`src/rtl/apb_pkg.sv`:
```
// Shared types and address-decode helper for the APB master and the
// peripheral interconnect built on the same address map.
package apb_pkg;

  typedef enum logic [1:0] {
    IDLE   = 2'd0,
    SETUP  = 2'd1,
    ACCESS = 2'd2,
    DERR   = 2'd3
  } apb_state_t;

  // Default map: four 4 KiB windows. Modules with other parameters derive
  // their own widths from these same formulas.
  localparam int NUM_SLAVES_DEF = 4;
  localparam int SLAVE_SPAN_DEF = 32'h0000_1000;
  localparam int IDX_W          = $clog2(NUM_SLAVES_DEF);
  localparam int SPAN_SH        = $clog2(SLAVE_SPAN_DEF);

  // The decode result always carries a 4-bit index (up to 16 slaves); callers
  // narrow it to their own index width.
  localparam int DEC_IDX_W = 4;

  // Returns {valid, idx}. An address is valid when word aligned, at or above
  // the base, and inside one of the nslv windows.
  function automatic logic [DEC_IDX_W:0] apb_decode(
    input logic [63:0] addr,
    input logic [63:0] base,
    input int unsigned span_sh,
    input int unsigned nslv
  );
    logic [63:0] off;
    logic [63:0] idx_full;
    logic        valid;
    off      = addr - base;
    idx_full = off >> span_sh;
    valid    = (addr[1:0] == 2'b00) && (addr >= base) && (idx_full < 64'(nslv));
    return {valid, idx_full[DEC_IDX_W-1:0]};
  endfunction

endpackage

```
`src/rtl/apb_addr_decoder.sv`:
```
// Combinational address decoder: byte address -> {valid, slave index,
// one-hot select}. Kept standalone so the interconnect can share it.
module apb_addr_decoder
  import apb_pkg::*;
#(
  parameter int              NUM_SLAVES = 4,
  parameter int              ADDR_W     = 32,
  parameter logic [ADDR_W-1:0] BASE_ADDR  = 32'h1000_0000,
  parameter logic [ADDR_W-1:0] SLAVE_SPAN = 32'h0000_1000,
  parameter int              SEL_IDX_W  = (NUM_SLAVES > 1) ? $clog2(NUM_SLAVES) : 1
) (
  input  logic [ADDR_W-1:0]     addr_i,
  output logic                  valid_o,
  output logic [SEL_IDX_W-1:0]  idx_o,
  output logic [NUM_SLAVES-1:0] sel_o
);

  localparam int unsigned SHIFT = $clog2(SLAVE_SPAN);

  logic [DEC_IDX_W:0] dec;

  assign dec     = apb_decode(64'(addr_i), 64'(BASE_ADDR), SHIFT, NUM_SLAVES);
  assign valid_o = dec[DEC_IDX_W];
  assign idx_o   = SEL_IDX_W'(dec[DEC_IDX_W-1:0]);
  assign sel_o   = valid_o ? (NUM_SLAVES'(1) << idx_o) : '0;

endmodule

```
`src/rtl/apb_master_mux.sv`:
```
// APB3 master with multi-slave decode, wait states, PSLVERR propagation,
// decode-error completion and a per-transfer ACCESS timeout.
module apb_master_mux
  import apb_pkg::*;
#(
  parameter int                NUM_SLAVES  = 4,
  parameter int                ADDR_W      = 32,
  parameter int                DATA_W      = 32,
  parameter logic [ADDR_W-1:0] BASE_ADDR   = 32'h1000_0000,
  parameter logic [ADDR_W-1:0] SLAVE_SPAN  = 32'h0000_1000,
  parameter int                TIMEOUT_CYC = 16
) (
  input  logic                         PCLK,
  input  logic                         PRESET,
  input  logic                         transfer,
  input  logic                         write,
  input  logic [ADDR_W-1:0]            addr,
  input  logic [DATA_W-1:0]            wdata,
  output logic [DATA_W-1:0]            rdata,
  output logic                         ready,
  output logic                         error,
  output logic [ADDR_W-1:0]            PADDR,
  output logic                         PWRITE,
  output logic [DATA_W-1:0]            PWDATA,
  output logic                         PENABLE,
  output logic [NUM_SLAVES-1:0]        PSEL,
  input  logic [NUM_SLAVES*DATA_W-1:0] PRDATA,
  input  logic [NUM_SLAVES-1:0]        PREADY,
  input  logic [NUM_SLAVES-1:0]        PSLVERR
);

  localparam int SEL_IDX_W = (NUM_SLAVES > 1) ? $clog2(NUM_SLAVES) : 1;
  localparam int CNT_W     = $clog2(TIMEOUT_CYC + 1);
  localparam logic [CNT_W-1:0] CNT_LAST = CNT_W'(TIMEOUT_CYC - 1);

  apb_state_t            state_q, state_d;
  logic [ADDR_W-1:0]     addr_q, addr_d;
  logic                  write_q, write_d;
  logic [DATA_W-1:0]     wdata_q, wdata_d;
  logic [SEL_IDX_W-1:0]  idx_q, idx_d;
  logic [NUM_SLAVES-1:0] sel_q, sel_d;
  logic [CNT_W-1:0]      cnt_q, cnt_d;

  logic                  dec_valid;
  logic [SEL_IDX_W-1:0]  dec_idx;
  logic [NUM_SLAVES-1:0] dec_sel;

  logic                  slv_ready;
  logic                  slv_err;
  logic [DATA_W-1:0]     slv_rdata;

  apb_addr_decoder #(
    .NUM_SLAVES (NUM_SLAVES),
    .ADDR_W     (ADDR_W),
    .BASE_ADDR  (BASE_ADDR),
    .SLAVE_SPAN (SLAVE_SPAN),
    .SEL_IDX_W  (SEL_IDX_W)
  ) u_dec (
    .addr_i  (addr),
    .valid_o (dec_valid),
    .idx_o   (dec_idx),
    .sel_o   (dec_sel)
  );

  // The registered index steers the response path of the selected slave.
  assign slv_ready = PREADY[idx_q];
  assign slv_err   = PSLVERR[idx_q];
  assign slv_rdata = PRDATA[32'(idx_q) * DATA_W +: DATA_W];

  // Request fields hold their last value so PADDR/PWDATA stay stable.
  assign PADDR  = addr_q;
  assign PWRITE = write_q;
  assign PWDATA = wdata_q;

  // State and captured-request registers; reset clears everything.
  always_ff @(posedge PCLK or posedge PRESET) begin
    if (PRESET) begin
      state_q <= IDLE;
      addr_q  <= '0;
      write_q <= 1'b0;
      wdata_q <= '0;
      idx_q   <= '0;
      sel_q   <= '0;
      cnt_q   <= '0;
    end else begin
      state_q <= state_d;
      addr_q  <= addr_d;
      write_q <= write_d;
      wdata_q <= wdata_d;
      idx_q   <= idx_d;
      sel_q   <= sel_d;
      cnt_q   <= cnt_d;
    end
  end

  // Next-state, request capture, bus strobes and completion outputs.
  always_comb begin
    state_d = state_q;
    addr_d  = addr_q;
    write_d = write_q;
    wdata_d = wdata_q;
    idx_d   = idx_q;
    sel_d   = sel_q;
    cnt_d   = cnt_q;
    PSEL    = '0;
    PENABLE = 1'b0;
    ready   = 1'b0;
    error   = 1'b0;
    rdata   = '0;

    case (state_q)
      IDLE: begin
        if (transfer) begin
          addr_d  = addr;
          write_d = write;
          wdata_d = wdata;
          idx_d   = dec_idx;
          sel_d   = dec_sel;
          cnt_d   = '0;
          state_d = dec_valid ? SETUP : DERR;
        end
      end
      SETUP: begin
        PSEL    = sel_q;
        cnt_d   = '0;
        state_d = ACCESS;
      end
      ACCESS: begin
        PSEL    = sel_q;
        PENABLE = 1'b1;
        cnt_d   = cnt_q + CNT_W'(1);
        // A slave response in the last allowed cycle still wins over timeout.
        if (slv_ready) begin
          ready   = 1'b1;
          error   = slv_err;
          rdata   = write_q ? '0 : slv_rdata;
          state_d = IDLE;
        end else if (cnt_q == CNT_LAST) begin
          ready   = 1'b1;
          error   = 1'b1;
          state_d = IDLE;
        end
      end
      DERR: begin
        ready   = 1'b1;
        error   = 1'b1;
        state_d = IDLE;
      end
      default: state_d = IDLE;
    endcase
  end

endmodule

```
`config.mk`:
```
export PLATFORM = sky130hd
export DESIGN_NAME = apb_master_mux
export DESIGN_NICKNAME = d
export VERILOG_FILES = /design/src/rtl/apb_pkg.sv /design/src/rtl/apb_addr_decoder.sv /design/src/rtl/apb_master_mux.sv
export SDC_FILE = /design/constraint.sdc
export NUM_CORES = 1
export LEC_CHECK = 0
export ABC_AREA = 1
export CAP_MARGIN = 20
export CORE_AREA = 2 2 119 121
export DETAILED_ROUTE_END_ITERATION = 6
export DIE_AREA = 0 0 121 123
export PLACE_DENSITY_LB_ADDON = 0.08
export SYNTH_ARGS = -nofsm -noshare
export SYNTH_HDL_FRONTEND = slang
export SYNTH_SLANG_ARGS = --single-unit
```
`constraint.sdc`:
```
create_clock -name PCLK -period 3 [get_ports PCLK]
set_input_delay 0.6 -clock PCLK [delete_from_list [all_inputs] [get_ports PCLK]]
set_output_delay 0.6 -clock PCLK [all_outputs]
set_load 0.005 [all_outputs]
```
# Yosys cells after proc, flatten, opt, wreduce, memory -nomap -nowiden
# Index checks and enable logic that the tools add are counted.
# classes
n_shift	2
n_reduce_logical	9
addsub	2
n_eq_ne	6
n_mux	22
n_lt_le_gt_ge	3
# op_table
cell	count
$shiftx A128 B8 Y32	1
$mux W32	3
$lt A52 B3 Y1 const B	1
$sub A32 B29 Y33 const B	1
$ge A32 B29 Y1 const B	1
$pmux W5 S3	1
$mux W2	4
$mux W4	2
$pmux W2 S4	1
$mux W1	6
$reduce_and A2 Y1	3
$add A5 B1 Y5 const B	1
$eq A5 B4 Y1 const B	1
$mux W5	1
$bmux W1 S2	2
$eq A2 B2 Y1 const B	2
$logic_not A2 Y1	2
$pmux W1 S2	2
$shl A1 B2 Y4 const A	1
$lt A2 B3 Y1 const B	1
$ne A3 B3 Y1 const B	1
$reduce_bool A3 Y1	1
$eq A2 B1 Y1 const B	1
$logic_and A1 B1 Y1	2
2 further kinds	2
# totals
inputBits	204
output_inout_bits	104
wordCells	51
register_bits	78

# Logic depth before layout (Yosys ltp)
# logic_depth
ltp_word	6
depth_mapped	11
mapped_depth_nobuf	10

# Modules after synthesis
# From an unflattened synthesis, not the netlist that was laid out.
# unflattened
cells_unflattened	519
hier_area_um2	4496.8
# modules_own_cells
mod	cells_per_inst	seq_area_each_um2	instances	area_per_inst_um2
apb_master_mux	487	1951.9	1	4355.4
apb_addr_decoder	32	0.0	1	141.4

# Worst setup path before layout
# No wires, ideal clock.
# synth_path
path_type	reg2out
startpoint	register state_q[0]
endpoint	output port rdata[10]
arrival_time_ns	1.350
setup_slack_ns	1.050
path_stages_with_launch	8
n_path_buf	1
required_ns	2.400
path_cell_list	dfrtp_1 inv_1 ha_1 inv_1 nor2_1 nand2_4 buf_6 a21oi_2
# synth_between
elab_chain_len	2
# synth_rtl
item	line_no	source
from (decl)	apb_master_mux.sv:36	apb_state_t state_q, state_d;
from (signal assigned)	apb_master_mux.sv:86	state_q <= state_d;
$eq A2 B2 Y1	apb_master_mux.sv:111	case (state_q)
$mux W32	apb_master_mux.sv:111	
to (decl)	apb_master_mux.sv:19	output logic [DATA_W-1:0] rdata,
# No other way between the ends.

# Final worst setup path
# layout_path
startpoint	input port PREADY[3]
endpoint	output port rdata[0]
# layout_between
elab_chain_len	4
# layout_rtl
item	line_no	source
from (decl)	apb_master_mux.sv:28	input logic [NUM_SLAVES-1:0] PREADY,
$bmux W1 S2	apb_master_mux.sv:66	assign slv_ready = PREADY[idx_q];
$mux W1 (not written as such)	apb_master_mux.sv:66	
$mux W32	apb_master_mux.sv:133	if (slv_ready) begin
$mux W32	apb_master_mux.sv:111	
# No other way between the ends. The select of a mux whose other input is x is not followed.

==> metrics.txt <==
# TYPE chip_impl_metric gauge
chip_impl_metric{name="antenna_found_initial",unit=""} 0
chip_impl_metric{name="seq_cell_area",unit="mm^2"} 0.00190
chip_impl_info{name="synthDominantAreaCellType",value="sky130_fd_sc_hd__dfrtp_1"} 1
chip_impl_metric{name="design.die.area",unit="mm^2"} 0.0149
chip_impl_metric{name="syn_inst",unit=""} 656
chip_impl_metric{name="detailroute.via_count",unit=""} 5311
chip_impl_metric{name="synthesis.area",unit="mm^2"} 0.00453
chip_impl_metric{name="synthAdderAreaFrac",unit="%"} 2.21
chip_impl_info{name="timing_worst_setup_path_type",value="in2out"} 1
chip_impl_metric{name="pin_count_of_the_biggest_net_entering_global_routing",unit=""} 81
chip_impl_metric{name="die_y",unit="um"} 123
chip_impl_metric{name="coreArea",unit="mm^2"} 0.0136
chip_impl_metric{name="clock_path_buffers",unit=""} 2
chip_impl_metric{name="max_cap_viol_count",unit=""} 0
chip_impl_metric{name="worst_pin_slew",unit="ns"} 0.774
chip_impl_metric{name="setup_viol_count_final",unit=""} 0
chip_impl_metric{name="avgViaCountPerCell",unit=""} 4.67
chip_impl_info{name="kind_of_end_point_of_the_critical_path",value="primary output"} 1
chip_impl_metric{name="io_buffers",unit=""} 307
chip_impl_info{name="timing.critical_path.cells",value="clkdlybuf4s50_1 > nand2_1 > nand3_2 > nand2_2 > inv_2 > nand2_4 > buf_4 > a21oi_1 > clkdlybuf4s50_1"} 1
chip_impl_metric{name="grt_first_pass_wirelength",unit="um"} 26000
chip_impl_info{name="timing.critical_path.slowest_stage_cell",value="sky130_fd_sc_hd__clkdlybuf4s50_1"} 1
chip_impl_metric{name="multi_input_gate_area_in_the_final_layout",unit="mm^2"} 0.00229
chip_impl_info{name="ys_top_cells_by_area",value="sky130_fd_sc_hd__dfrtp_1 (42%), sky130_fd_sc_hd__nand2_1 (17%), sky130_fd_sc_hd__nor2_1 (13%), sky130_fd_sc_hd__o21ai_0 (9.0%), sky130_fd_sc_hd__a21oi_2 (5.8%)"} 1
chip_impl_info{name="rsz0062_at_grt",value="false"} 1
chip_impl_metric{name="cp_data_arrival_time",unit="ns"} 2.31
chip_impl_metric{name="min_tclk_post_route",unit="ns"} 2.91
chip_impl_metric{name="drc",unit=""} 0
chip_impl_metric{name="num-fill-cells",unit=""} 1228
chip_impl_metric{name="tritoncts.num_buffers",unit=""} 9
chip_impl_metric{name="post_drt_wl_per_cell",unit="um"} 15.4
chip_impl_metric{name="relSlewSlack",unit="%"} 48.4
chip_impl_metric{name="layout-drive-gt1-share",unit="%"} 7.73
chip_impl_info{name="root_buffer",value="sky130_fd_sc_hd__clkbuf_16"} 1
chip_impl_info{name="largest_family_of_logic_cells_by_synthesized_area",value="simple AND/OR/NAND/NOR gates"} 1
chip_impl_metric{name="effective_utilization_at_floorplan",unit="%"} 33.3
chip_impl_metric{name="final_setup_slack_of_the_worst_path",unit="ns"} 0.0942
chip_impl_metric{name="io-pin-count",unit=""} 308
chip_impl_metric{name="finalSetupTns",unit="ns"} 0
chip_impl_metric{name="synth.lib_cells_used.distinct",unit=""} 24
chip_impl_metric{name="detail_route.iter0.violations",unit=""} 266
chip_impl_metric{name="syn_area_per_cell",unit="um^2"} 6.90
chip_impl_metric{name="die-width",unit="um"} 121
chip_impl_info{name="worstHoldPathType",value="reg2reg"} 1
chip_impl_metric{name="synth.net_count",unit=""} 868
chip_impl_metric{name="placement.setup.worst_slack",unit="ns"} 0.0399
chip_impl_metric{name="final.setup_skew",unit="ns"} 0.00614
chip_impl_metric{name="crit_required",unit="ns"} 2.40
chip_impl_metric{name="ys_ff_latch",unit=""} 76
chip_impl_metric{name="drt_pass1_iterations",unit=""} 4
chip_impl_info{name="path_common_cell",value="sky130_fd_sc_hd__clkdlybuf4s50_1"} 1
chip_impl_metric{name="grt_use_total",unit="%"} 22.3
chip_impl_metric{name="synth_compound_gate_area_share",unit="%"} 15.9
chip_impl_metric{name="area_growth_syn_to_layout",unit="%"} 79.8
chip_impl_info{name="timing.critical_path.from_type",value="input port"} 1
chip_impl_metric{name="synthSimpleGateAreaFrac",unit="%"} 32.2
chip_impl_metric{name="ys_seq_area_share",unit="%"} 42.0
chip_impl_metric{name="floorplan.rows",unit=""} 43
chip_impl_metric{name="timing_max_transition_violations_final",unit=""} 0
chip_impl_metric{name="crit_path_max_incr_delay",unit="ns"} 0.54
chip_impl_metric{name="cts.clk_slew.worst_paths",unit="ns"} 0.06
chip_impl_metric{name="yosys.area.top_type_share",unit="%"} 42.0
chip_impl_metric{name="drt-total-wl",unit="um"} 17600
chip_impl_metric{name="hpwl",unit="um"} 13200
chip_impl_metric{name="final.hold.worst_slack",unit="ns"} 0.477
chip_impl_metric{name="antenna_cells_inserted",unit=""} 0
chip_impl_metric{name="yosys_warnings",unit=""} 0
chip_impl_metric{name="max_freq",unit="GHz"} 0.344
chip_impl_metric{name="worst_skew_pair.late_latency",unit="ns"} 0.33
chip_impl_metric{name="peakVddDrop",unit="mV"} 0.449
chip_impl_metric{name="place.gp.congestion",unit=""} 0.854
chip_impl_metric{name="share_of_synthesized_area_spent_on_multiplexers",unit="%"} 0.221
chip_impl_metric{name="timing.final.crit_share",unit="%"} 96.9
chip_impl_metric{name="finish.net_count",unit=""} 1164
chip_impl_metric{name="finalHoldViolCount",unit=""} 0
chip_impl_metric{name="power-per-cell-area",unit="mW/mm^2"} 815
chip_impl_metric{name="static_leakage",unit="nW"} 3.64
chip_impl_metric{name="ant_nets",unit=""} 0
chip_impl_metric{name="maximum_fanout_along_the_worst_path",unit=""} 9
chip_impl_metric{name="globalRouteOverflowTotal",unit=""} 0
chip_impl_metric{name="synth-xor-area-share",unit="%"} 0
chip_impl_info{name="status",value="finished clean"} 1
chip_impl_info{name="cts_tree",value="yes"} 1
chip_impl_metric{name="grt_pass1_vias",unit=""} 5084
chip_impl_metric{name="tritoncts_num_sinks",unit=""} 76
chip_impl_metric{name="h_tree_depth_reported_by_cts",unit=""} 3
cells by family after synthesis:
group           count (synthesis)
flops                          76
mux                             1
fa+ha+maj                       8
buf+inv                        73
simple gates                  378
compound gates                120
sequential cells by signal, indices dropped and copies added, names as in the netlist:
name	cells
PADDR	32
PWRITE	1
state_q	2
cnt_q	5
sel_q	4
PWDATA	32
final timing paths:
kind | start | to | slack, ns | cells after the start
worst min register to register | PWDATA[25] | PWDATA[25] | 0.48 | 2
worst min-delay path | PWDATA[25] | PWDATA[25] | 0.48 | 2
min in group asynchronous | PRESET | PWDATA[28] | 0.56 | 2
worst max-delay path | PREADY[3] | rdata[0] | 0.09 | 9
worst max register to register | state_q[0] | PADDR[13] | 1.01 | 6
max in group asynchronous | PRESET | PADDR[0] | 1.78 | 3
cells in the final DEF (no fill, tap or decap), types with 3 or more instances in the layout:
| cell type | count |
|---|---|
| sky130_fd_sc_hd__dfrtp_1 | 75 |
| sky130_fd_sc_hd__clkdlybuf4s50_1 | 307 |
| sky130_fd_sc_hd__inv_1 | 30 |
| sky130_fd_sc_hd__ha_1 | 8 |
| sky130_fd_sc_hd__a21oi_2 | 30 |
| sky130_fd_sc_hd__nand2_1 | 209 |
| sky130_fd_sc_hd__nand3_1 | 10 |
| sky130_fd_sc_hd__buf_4 | 12 |
| sky130_fd_sc_hd__inv_2 | 3 |
| sky130_fd_sc_hd__o21ai_0 | 81 |
| sky130_fd_sc_hd__nor2_1 | 151 |
| sky130_fd_sc_hd__clkbuf_16 | 9 |
| sky130_fd_sc_hd__a21oi_1 | 6 |
| sky130_fd_sc_hd__clkbuf_8 | 3 |
| sky130_fd_sc_hd__buf_12 | 4 |
worst max-delay path, delay by kind of cell:
| family | cells | cell delay, ns |
|---|---|---|
| buf+inv | 4 | 1.24 |
| simple gates | 4 | 0.36 |
| compound gates | 1 | 0.11 |
routing by layer:
layer	wire length, um	track usage (%)	share of wire, %	up-vias
met4	476	8.43	2.7	0
met1	6540	24.6	37	2432
met2	8810	39.6	50	207
met3	1750	7.66	9.9	33
li1	-	-	-	2639
met5	0	0	0	-
synthesized netlist by cell type:
library cell / instances
sky130_fd_sc_hd__buf_1: 3
sky130_fd_sc_hd__dfrtp_1: 76
sky130_fd_sc_hd__a21oi_2: 30
sky130_fd_sc_hd__buf_2: 9
sky130_fd_sc_hd__inv_2: 2
sky130_fd_sc_hd__inv_1: 31
sky130_fd_sc_hd__buf_4: 4
sky130_fd_sc_hd__nand3_1: 10
sky130_fd_sc_hd__ha_1: 8
sky130_fd_sc_hd__nand2_2: 1
sky130_fd_sc_hd__nand2_1: 210
sky130_fd_sc_hd__buf_6: 5
sky130_fd_sc_hd__a211oi_1: 1
sky130_fd_sc_hd__nor2_1: 152
sky130_fd_sc_hd__inv_4: 1
sky130_fd_sc_hd__a21oi_1: 6
sky130_fd_sc_hd__o21bai_1: 1
sky130_fd_sc_hd__mux2i_1: 1
sky130_fd_sc_hd__nand3_2: 2
sky130_fd_sc_hd__clkbuf_1: 18
sky130_fd_sc_hd__nand2_4: 1
sky130_fd_sc_hd__nor3_1: 2
sky130_fd_sc_hd__o22ai_1: 1
sky130_fd_sc_hd__o21ai_0: 81
power breakdown:
part	internal (mW)	leakage (nW)	switching [mW]
sequential	1.47	0.958	0.283
clock	0.793	0.169	0.404
combinational	1.85	2.51	1.84
stage by stage:
stage | power, mW | util [%] | instances | cell area, um^2
global placement | 5.35 | 57.0 | 1116 | 7760
global route | 7.14 | 59.8 | 1137 | 8140
finish | 6.64 | 59.8 | 1137 | 8140
detailed placement | 5.43 | 57.0 | 1116 | 7760
CTS | 6.67 | 59.5 | 1132 | 8100
floorplan | 3.55 | - | 656 | 4530
final cells by class:
| cell class | count | share of cell area [%] |
|---|---|---|
| repair buffers | 324 | 40.0 |
| multi-input cells | 507 | 28.1 |
| flip-flops and latches | 76 | 23.4 |
| clock buffers | 12 | 3.27 |
| well taps | 180 | 2.77 |
| inverters | 34 | 1.60 |
| clock inverters | 4 | 0.861 |
what timing repair did:
item | CTS | global route
resized for setup | 0 | 2
hold buffers | 0 | 0
setup endpoints to repair | 0 | 24
setup buffers | 0 | 5
(Power assumes the default switching activity.)
